### config.mk
export PLATFORM = sky130hd
export DESIGN_NAME = spi_mnrch_arb
export DESIGN_NICKNAME = d
export VERILOG_FILES = /design/src/rtl/spi_mnrch_arb.sv
export SDC_FILE = /design/constraint.sdc
export NUM_CORES = 1
export LEC_CHECK = 0
export ABC_CLOCK_PERIOD_IN_PS = 4590
export CORE_MARGIN = 1
export CORE_UTILIZATION = 62
export DETAILED_ROUTE_END_ITERATION = 10
export DONT_BUFFER_PORTS = 1
export PLACE_DENSITY = 0.87
export SKIP_LAST_GASP = 1
export SLEW_MARGIN = 10
export SYNTH_ARGS = -nofsm -noshare
export SYNTH_HDL_FRONTEND = slang
export SYNTH_SLANG_ARGS = --single-unit
### constraint.sdc
create_clock -name clk -period 4.59 [get_ports clk]
set_input_delay 0.459 -clock clk [delete_from_list [all_inputs] [get_ports clk]]
set_output_delay 0.459 -clock clk [all_outputs]
set_load 0.02 [all_outputs]
### src/rtl/spi_mnrch_arb.sv
// Round-robin arbiter sharing one SPI_mnrch transactor between two clients.
// Forwards the winner's command, returns resp/done to the winner only, and steers SS_n.
module spi_mnrch_arb #(
  parameter int unsigned GAP = 2
) (
  input  logic        clk,
  input  logic        rst_n,
  input  logic        req0,
  input  logic [15:0] cmd0,
  output logic        done0,
  output logic        SS0_n,
  input  logic        req1,
  input  logic [15:0] cmd1,
  output logic        done1,
  output logic        SS1_n,
  output logic [15:0] resp,
  output logic        snd,
  output logic [15:0] cmd,
  input  logic        m_done,
  input  logic [15:0] m_resp,
  input  logic        m_SS_n
);

  typedef enum logic [1:0] {StIdle, StSend, StBusy, StGap} state_e;

  // Gap counter loads GAP-1 so that exactly GAP cycles are spent in StGap.
  localparam logic [3:0] GapLast = (GAP == 0) ? 4'd0 : 4'(GAP - 1);

  state_e     state_q;
  logic       gnt_q;
  logic       last_q;
  logic [3:0] gap_cnt_q;
  logic       win;
  logic       active;

  // On a tie the client that was not served last wins.
  always_comb begin
    win = 1'b0;
    if (req0 && req1) begin
      win = ~last_q;
    end else if (req1) begin
      win = 1'b1;
    end
  end

  always_ff @(posedge clk or negedge rst_n) begin
    if (!rst_n) begin
      state_q   <= StIdle;
      gnt_q     <= 1'b0;
      last_q    <= 1'b1;
      gap_cnt_q <= 4'd0;
      snd       <= 1'b0;
      cmd       <= 16'h0000;
      resp      <= 16'h0000;
      done0     <= 1'b0;
      done1     <= 1'b0;
    end else begin
      snd   <= 1'b0;
      done0 <= 1'b0;
      done1 <= 1'b0;
      case (state_q)
        StIdle: begin
          if (req0 || req1) begin
            gnt_q   <= win;
            cmd     <= win ? cmd1 : cmd0;
            snd     <= 1'b1;
            state_q <= StSend;
          end
        end
        StSend: begin
          state_q <= StBusy;
        end
        StBusy: begin
          if (m_done) begin
            resp      <= m_resp;
            last_q    <= gnt_q;
            done0     <= ~gnt_q;
            done1     <= gnt_q;
            gap_cnt_q <= GapLast;
            state_q   <= (GAP == 0) ? StIdle : StGap;
          end
        end
        StGap: begin
          if (gap_cnt_q == 4'd0) begin
            state_q <= StIdle;
          end else begin
            gap_cnt_q <= gap_cnt_q - 4'd1;
          end
        end
        default: begin
          state_q <= StIdle;
        end
      endcase
    end
  end

  // Only the granted client's device sees the monarch's slave select.
  assign active = (state_q == StSend) || (state_q == StBusy);
  assign SS0_n  = (active && !gnt_q) ? m_SS_n : 1'b1;
  assign SS1_n  = (active &&  gnt_q) ? m_SS_n : 1'b1;

endmodule
Word-level counts from Yosys, hierarchy flattened

Cells that the tools add are included.

Bitwise logic cells: 2
Muxes and demuxes: 18
Reductions and logical operators: 13
Eq/ne operators: 7
$add $sub $neg: 1

Operators with widths:

| operator            | count |
|---|---|
| $mux 16             | 1 |
| $mux 1              | 10 |
| $mux 4              | 2 |
| $ne 2x2->1 const B  | 4 |
| $pmux 2 s4          | 1 |
| $pmux 4 s2          | 1 |
| $mux 2              | 3 |
| $reduce_and 3->1    | 2 |
| $eq 2x2->1 const B  | 2 |
| $logic_not 4->1     | 1 |
| $reduce_and 2->1    | 2 |
| $sub 4x1->4 const B | 1 |
| $logic_and 1x1->1   | 3 |
| $eq 2x1->1 const B  | 1 |
| $logic_not 2->1     | 1 |
| $logic_or 1x1->1    | 2 |
| $not 1->1           | 2 |
| $reduce_bool 2->1   | 1 |
| $logic_not 1->1     | 1 |

Word-level logic and storage cells: 50
Flip-flop bits (word level): 43
Output and inout port bits: 37
Input bits: 54

Depth between registers and ports, before layout

Depth after elaboration: 4
Depth in mapped cells: 6
Mapped depth without buffers: 5

Worst setup path after synthesis

OpenSTA, ideal clock, no wires.

Path type: register to register
From: register gap_cnt_q[0]
To: register state_q[1]
Cell stages (with the launch flop): 6
Required time: 4462 ps
Path buffers: 0
Slack: 2898 ps
Clock period less this slack: 1692 ps
Setup time: 128 ps
Arrival: 1565 ps
Cells stage by stage: dfrtp_1 > inv_1 > ha_1 > or3b_4 > a221oi_2 > mux2_1

Word-level cells in the longest chain between the ends: 3

RTL lines:

| what                       | line | source |
|---|---|---|
| from (decl)                | 32   | `logic [3:0] gap_cnt_q;` |
| from (signal assigned)     | 79   | `gap_cnt_q <= GapLast;` |
| from (signal assigned)     | 87   | `gap_cnt_q <= gap_cnt_q - 4'd1;` |
| $logic_not 4->1            | 84   | `if (gap_cnt_q == 4'd0) begin` |
| $ne 2x2->1 (no line)       | n/a  |  |
| $reduce_and 3->1 (no line) | n/a  |  |
| to (signal assigned)       | 80   | `state_q <= (GAP == 0) ? StIdle : StGap;` |
| to (signal assigned)       | 85   | `state_q <= StIdle;` |
| to (signal assigned)       | 91   | `state_q <= StIdle;` |
| to (decl)                  | 29   | `state_e state_q;` |

No other way between the ends.
A chain may end at the register's enable or synchronous reset.

Final worst setup path

From: register state_q[0]
To: output port SS0_n

Word-level cells in the longest chain between the ends: 4
Elaborated cells on any way between the ends: 5
Classes of those cells: eq/ne: 2; mux: 1; reduce/logical: 2

RTL lines:

| what                                     | line | source |
|---|---|---|
| from (signal assigned)                   | 48   | `state_q <= StIdle;` |
| from (signal assigned)                   | 67   | `state_q <= StSend;` |
| from (signal assigned)                   | 71   | `state_q <= StBusy;` |
| $eq 2x1->1 or $eq 2x2->1 (tied branches) | 98   | `assign active = (state_q == StSend) \|\| (state_q == StBusy);` |
| $logic_or 1x1->1 *                       | 98   |  |
| $logic_and 1x1->1 *                      | 99   | `assign SS0_n = (active && !gnt_q) ? m_SS_n : 1'b1;` |
| $mux 1 *                                 | 99   |  |
| to (decl)                                | 11   | `output logic SS0_n,` |

Every way passes the cells marked *; elsewhere a longest branch is shown, timed or not.

==> out/summary.md <==
The run gives 29 as the number of different library cells in the post-synthesis netlist. The class of the worst hold path is in -> reg. The detailed-route wire length per cell was 18.58 um; the worst path required time was 4.13 ns. The tools report the site row count as 19. STA classifies the critical path startpoint as a register. Entering global routing, the biggest net connects 44 pins. The sequential element share of the synthesized area was 55.80%; the maximum clock rate was 0.4705 GHz. Input and output buffers added on the ports amount to 0. The logs give 2853 um^2 for the core box area and 221 for the number of nets produced by synthesis. The effective utilization at floorplan came out at 67.68%. Destination of the worst register-to-register timing path: state_q[1]$_DFFE_PN0P_. 91 I/O pins were placed. The final period utilization is 46.30%, and the slack of the worst reg-to-reg path is 2.76 ns. The worst-case clock buffer depth was 2; the clock network latency to the later pin of the worst-skew pair was 0.36 ns.

The post-route netlist has 8.537% of its cells at a drive strength greater than 1. Yosys printed 0 warnings. After synthesis, the cell types taking the most area are sky130_fd_sc_hd__dfrtp_1, sky130_fd_sc_hd__mux2_1, sky130_fd_sc_hd__mux2i_1. For the maximum ir drop on the vdd rail, the log shows 0.3963 mV.

The run gives 1201 as the via total after detailed routing. The routed design has 3624 um of wire. The startpoint identified for the worst hold timing path is m_resp[10].

For the net count of the finished layout, the log shows 223. The capturing element type of the critical path was an output pin. The completed layout was analyzed and its total power is 1.509 mW.

The number of global-route vias before repair is 1286, and the number of clock sinks is 43. For the global router's overall resource usage, the log shows 24.03%. Walking the worst path, the cells encountered are inv_1 > ha_1 > or3b_1. For this run, the detailed router's first-pass iteration total came to 9. Each instance of the synthesized netlist takes up on average 11.99 um^2. Synthesis produced 161 cells.

The die covers 3341 um^2. The synthesized design devotes to its leading area cell type 54.44% of total area. In the routed layout, each cell is associated on average with a via count of 6.159. Startpoint of the most critical register-to-register path: gap_cnt_q[0]$_DFFE_PN0P_. Once the clock tree was built, the resizer swapped 0 gates to a different size.

Setup repair after global routing left no endpoint under its margin. Combinational cells account for 30.0% of the total power. The internal power was 0.8251 mW; the static power due to leakage was 0.9742 nW. Per report_power, the clock group accounts for 11.9% of the total.

Net switching is 45.31% of the power. The start-to-end type of the worst setup path was reg -> out. CTS built an H-tree with a depth of 2. Setup violations remaining at the end of the flow were counted as 0. The slowest stage of the critical path belongs to the cell sky130_fd_sc_hd__or3b_1.

Buffers inserted during clock tree synthesis total 5. Data on the critical path arrives at its endpoint at 1.67 ns. The tools report the global-route congestion overflow total as 0.

The width of the chip was 57.80 um; the highest net fanout along the worst path was 3. The run gives 62 as the DRC marker count from the first detailed-route iteration. The root cell of the clock tree was sky130_fd_sc_hd__clkbuf_4. Once layout is done, the placed cells without fillers occupy 2032 um^2. The smallest clock period supported by the final layout is computed as 2.125 ns. Max-cap violations in this run came to 0.

The first global-routing pass estimated 5865 um of wire. The post-synthesis sequential element count was 43. Relative to the synthesized area, the layout overhead comes to 5.250%. Summed over all instances, the cell type with the most area after synthesis is sky130_fd_sc_hd__dfrtp_1. In this run the vertical extent of the chip is 57.80 um. The max-slew violation count was 0.

At the pin with the least slew margin, the transition time is 0.8250 ns. TritonCTS built the clock tree. The area of the mapped netlist is 1931 um^2, and the number of instances on the worst hold path is 1. The final sum of negative setup slack was 0 ns.

Tracing the worst setup path back leads to its startpoint at state_q[0]$_DFFE_PN0P_. The logic depth of the worst register-to-register path is 5. Number of antenna violations at the first check in global routing: 0.

The run gives 45.00% as the headroom to the max-slew limit. The run finished, with violations left. The checks that failed: DRC. After detailed routing, the number of remaining DRC violations is 6. Summed over all nets, the half-perimeter wirelength after detailed placement is 2725 um. Cell area after placement: 1941 um^2. The analysis attributes to net switching a power of 0.6835 mW. Of the total power, registers draw 58.1%. In this design, the stage delay of the slowest critical-path cell is 0.46 ns. The hold violation count in the final report was 0. The remaining antenna violation count is 0. The tools report the weighted congestion at the end of routability-driven global placement as 0.7231.

After clock tree synthesis, the clock-pin slew on the worst setup and hold paths is 0.12 ns. The clock arrives with 0.009534 ns of skew. In this run the power density over the cells is 742.4 nW/um^2. The worst hold path terminates at resp[10]$_DFFE_PN0P_. The tools report the count of antenna diodes in the layout as 0.
[through the flow]
step | hold slack (ns) | setup WS [ns] | util, % | std cells
6_report | 0.2262 | 2.465 | 71.23 | 195
3_3_place_gp | 0.1641 | 2.870 | 68.03 | 185
2_1_floorplan | 0.1634 | 2.898 | - | 161
4_1_cts | 0.2103 | 2.473 | 70.96 | 195
3_5_place_dp | 0.1642 | 2.791 | 68.03 | 185
5_1_grt | 0.2029 | 2.393 | 71.23 | 195
[final cells by class]
class | count | area (um^2)
clock inverter | 2 | 12.51
fill | 203 | 820.8
sequential | 43 | 1077
clock buffer | 6 | 41.29
tap | 31 | 38.79
multi-input combinational | 104 | 805.8
inverter | 7 | 26.28
timing repair buffer | 2 | 30.03
[cells by family after synthesis]
family,after synthesis,share of synthesized area (%)
flip-flops,43,55.80
AO/OA/AOI/OAI,30,9.332
buffers and inverters,14,3.046
adder cells (fa/ha/maj),6,3.888
multiplexers,35,19.31
AND/OR/NAND/NOR,33,8.620
[cells in the mapped netlist, drive strengths merged]
cell type,number
dfrtp,42
nand2,21
o21ai,21
mux2,18
mux2i,17
inv,7
ha,6
clkbuf,4
buf,3
a21o,2
a21oi,2
a2bb2oi,2
nand3b,2
nor2,2
nor3b,2
or3b,2
a21bo,1
a221oi,1
and3,1
dfstp,1
nor2b,1
nor3,1
o31ai,1
or4b,1
[repair_timing]
item	in CTS	in global routing
buffers inserted	0	0
hold endpoints to repair	43	0
hold buffers	2	0
[power groups by stage]
| stage | Combinational (mW) | Sequential (mW) | Clock [mW] |
|---|---|---|---|
| 2_1_floorplan | 0.374 | 0.842 | 0 |
| 3_3_place_gp | 0.404 | 0.872 | 0 |
| 3_5_place_dp | 0.448 | 0.883 | 0 |
| 4_1_cts | 0.456 | 0.877 | 0.186 |
| 5_1_grt | 0.515 | 0.900 | 0.199 |
| 6_report | 0.453 | 0.876 | 0.179 |
[critical path: cells and delay by family (launching register included)]
kind / cells / cell delay [ns]
buf+inv: 1 / 0.10
flops: 1 / 0.40
fa+ha+maj: 1 / 0.34
simple gates: 1 / 0.46
[per-layer routing]
metal / wire, um / global-route usage, %
met2: 1803 / 38.59
met1: 1344 / 27.06
met4: 93 / 14.29
met3: 382 / 9.598
met5: 0 / 0
[registers in the layout, indices dropped and copies added, names as in the netlist]
name / cells
cmd: 16
resp: 16
gap_cnt_q: 4
state_q: 2
done0: 1
done1: 1
gnt_q: 1
last_q: 1
snd: 1
[worst max-delay path by stage]
stage	end	slack (ns)	cells past startpoint
6_report	SS0_n	2.46	3
3_5_place_dp	state_q[1]$_DFFE_PN0P_	2.79	5
3_3_place_gp	state_q[1]$_DFFE_PN0P_	2.87	5
4_1_cts	SS0_n	2.47	3
2_1_floorplan	state_q[1]$_DFFE_PN0P_	2.90	5
5_1_grt	SS0_n	2.39	3
[cell usage in the layout, fill, tap and decap left out, drive strengths merged, types with 6 or more instances in the layout]
master,synthesis,final
dfrtp,42,42
nand2,21,21
o21ai,21,21
mux2,18,18
mux2i,17,17
inv,7,7
ha,6,6
clkbuf,4,6
Power figures use the tool's default switching activity.
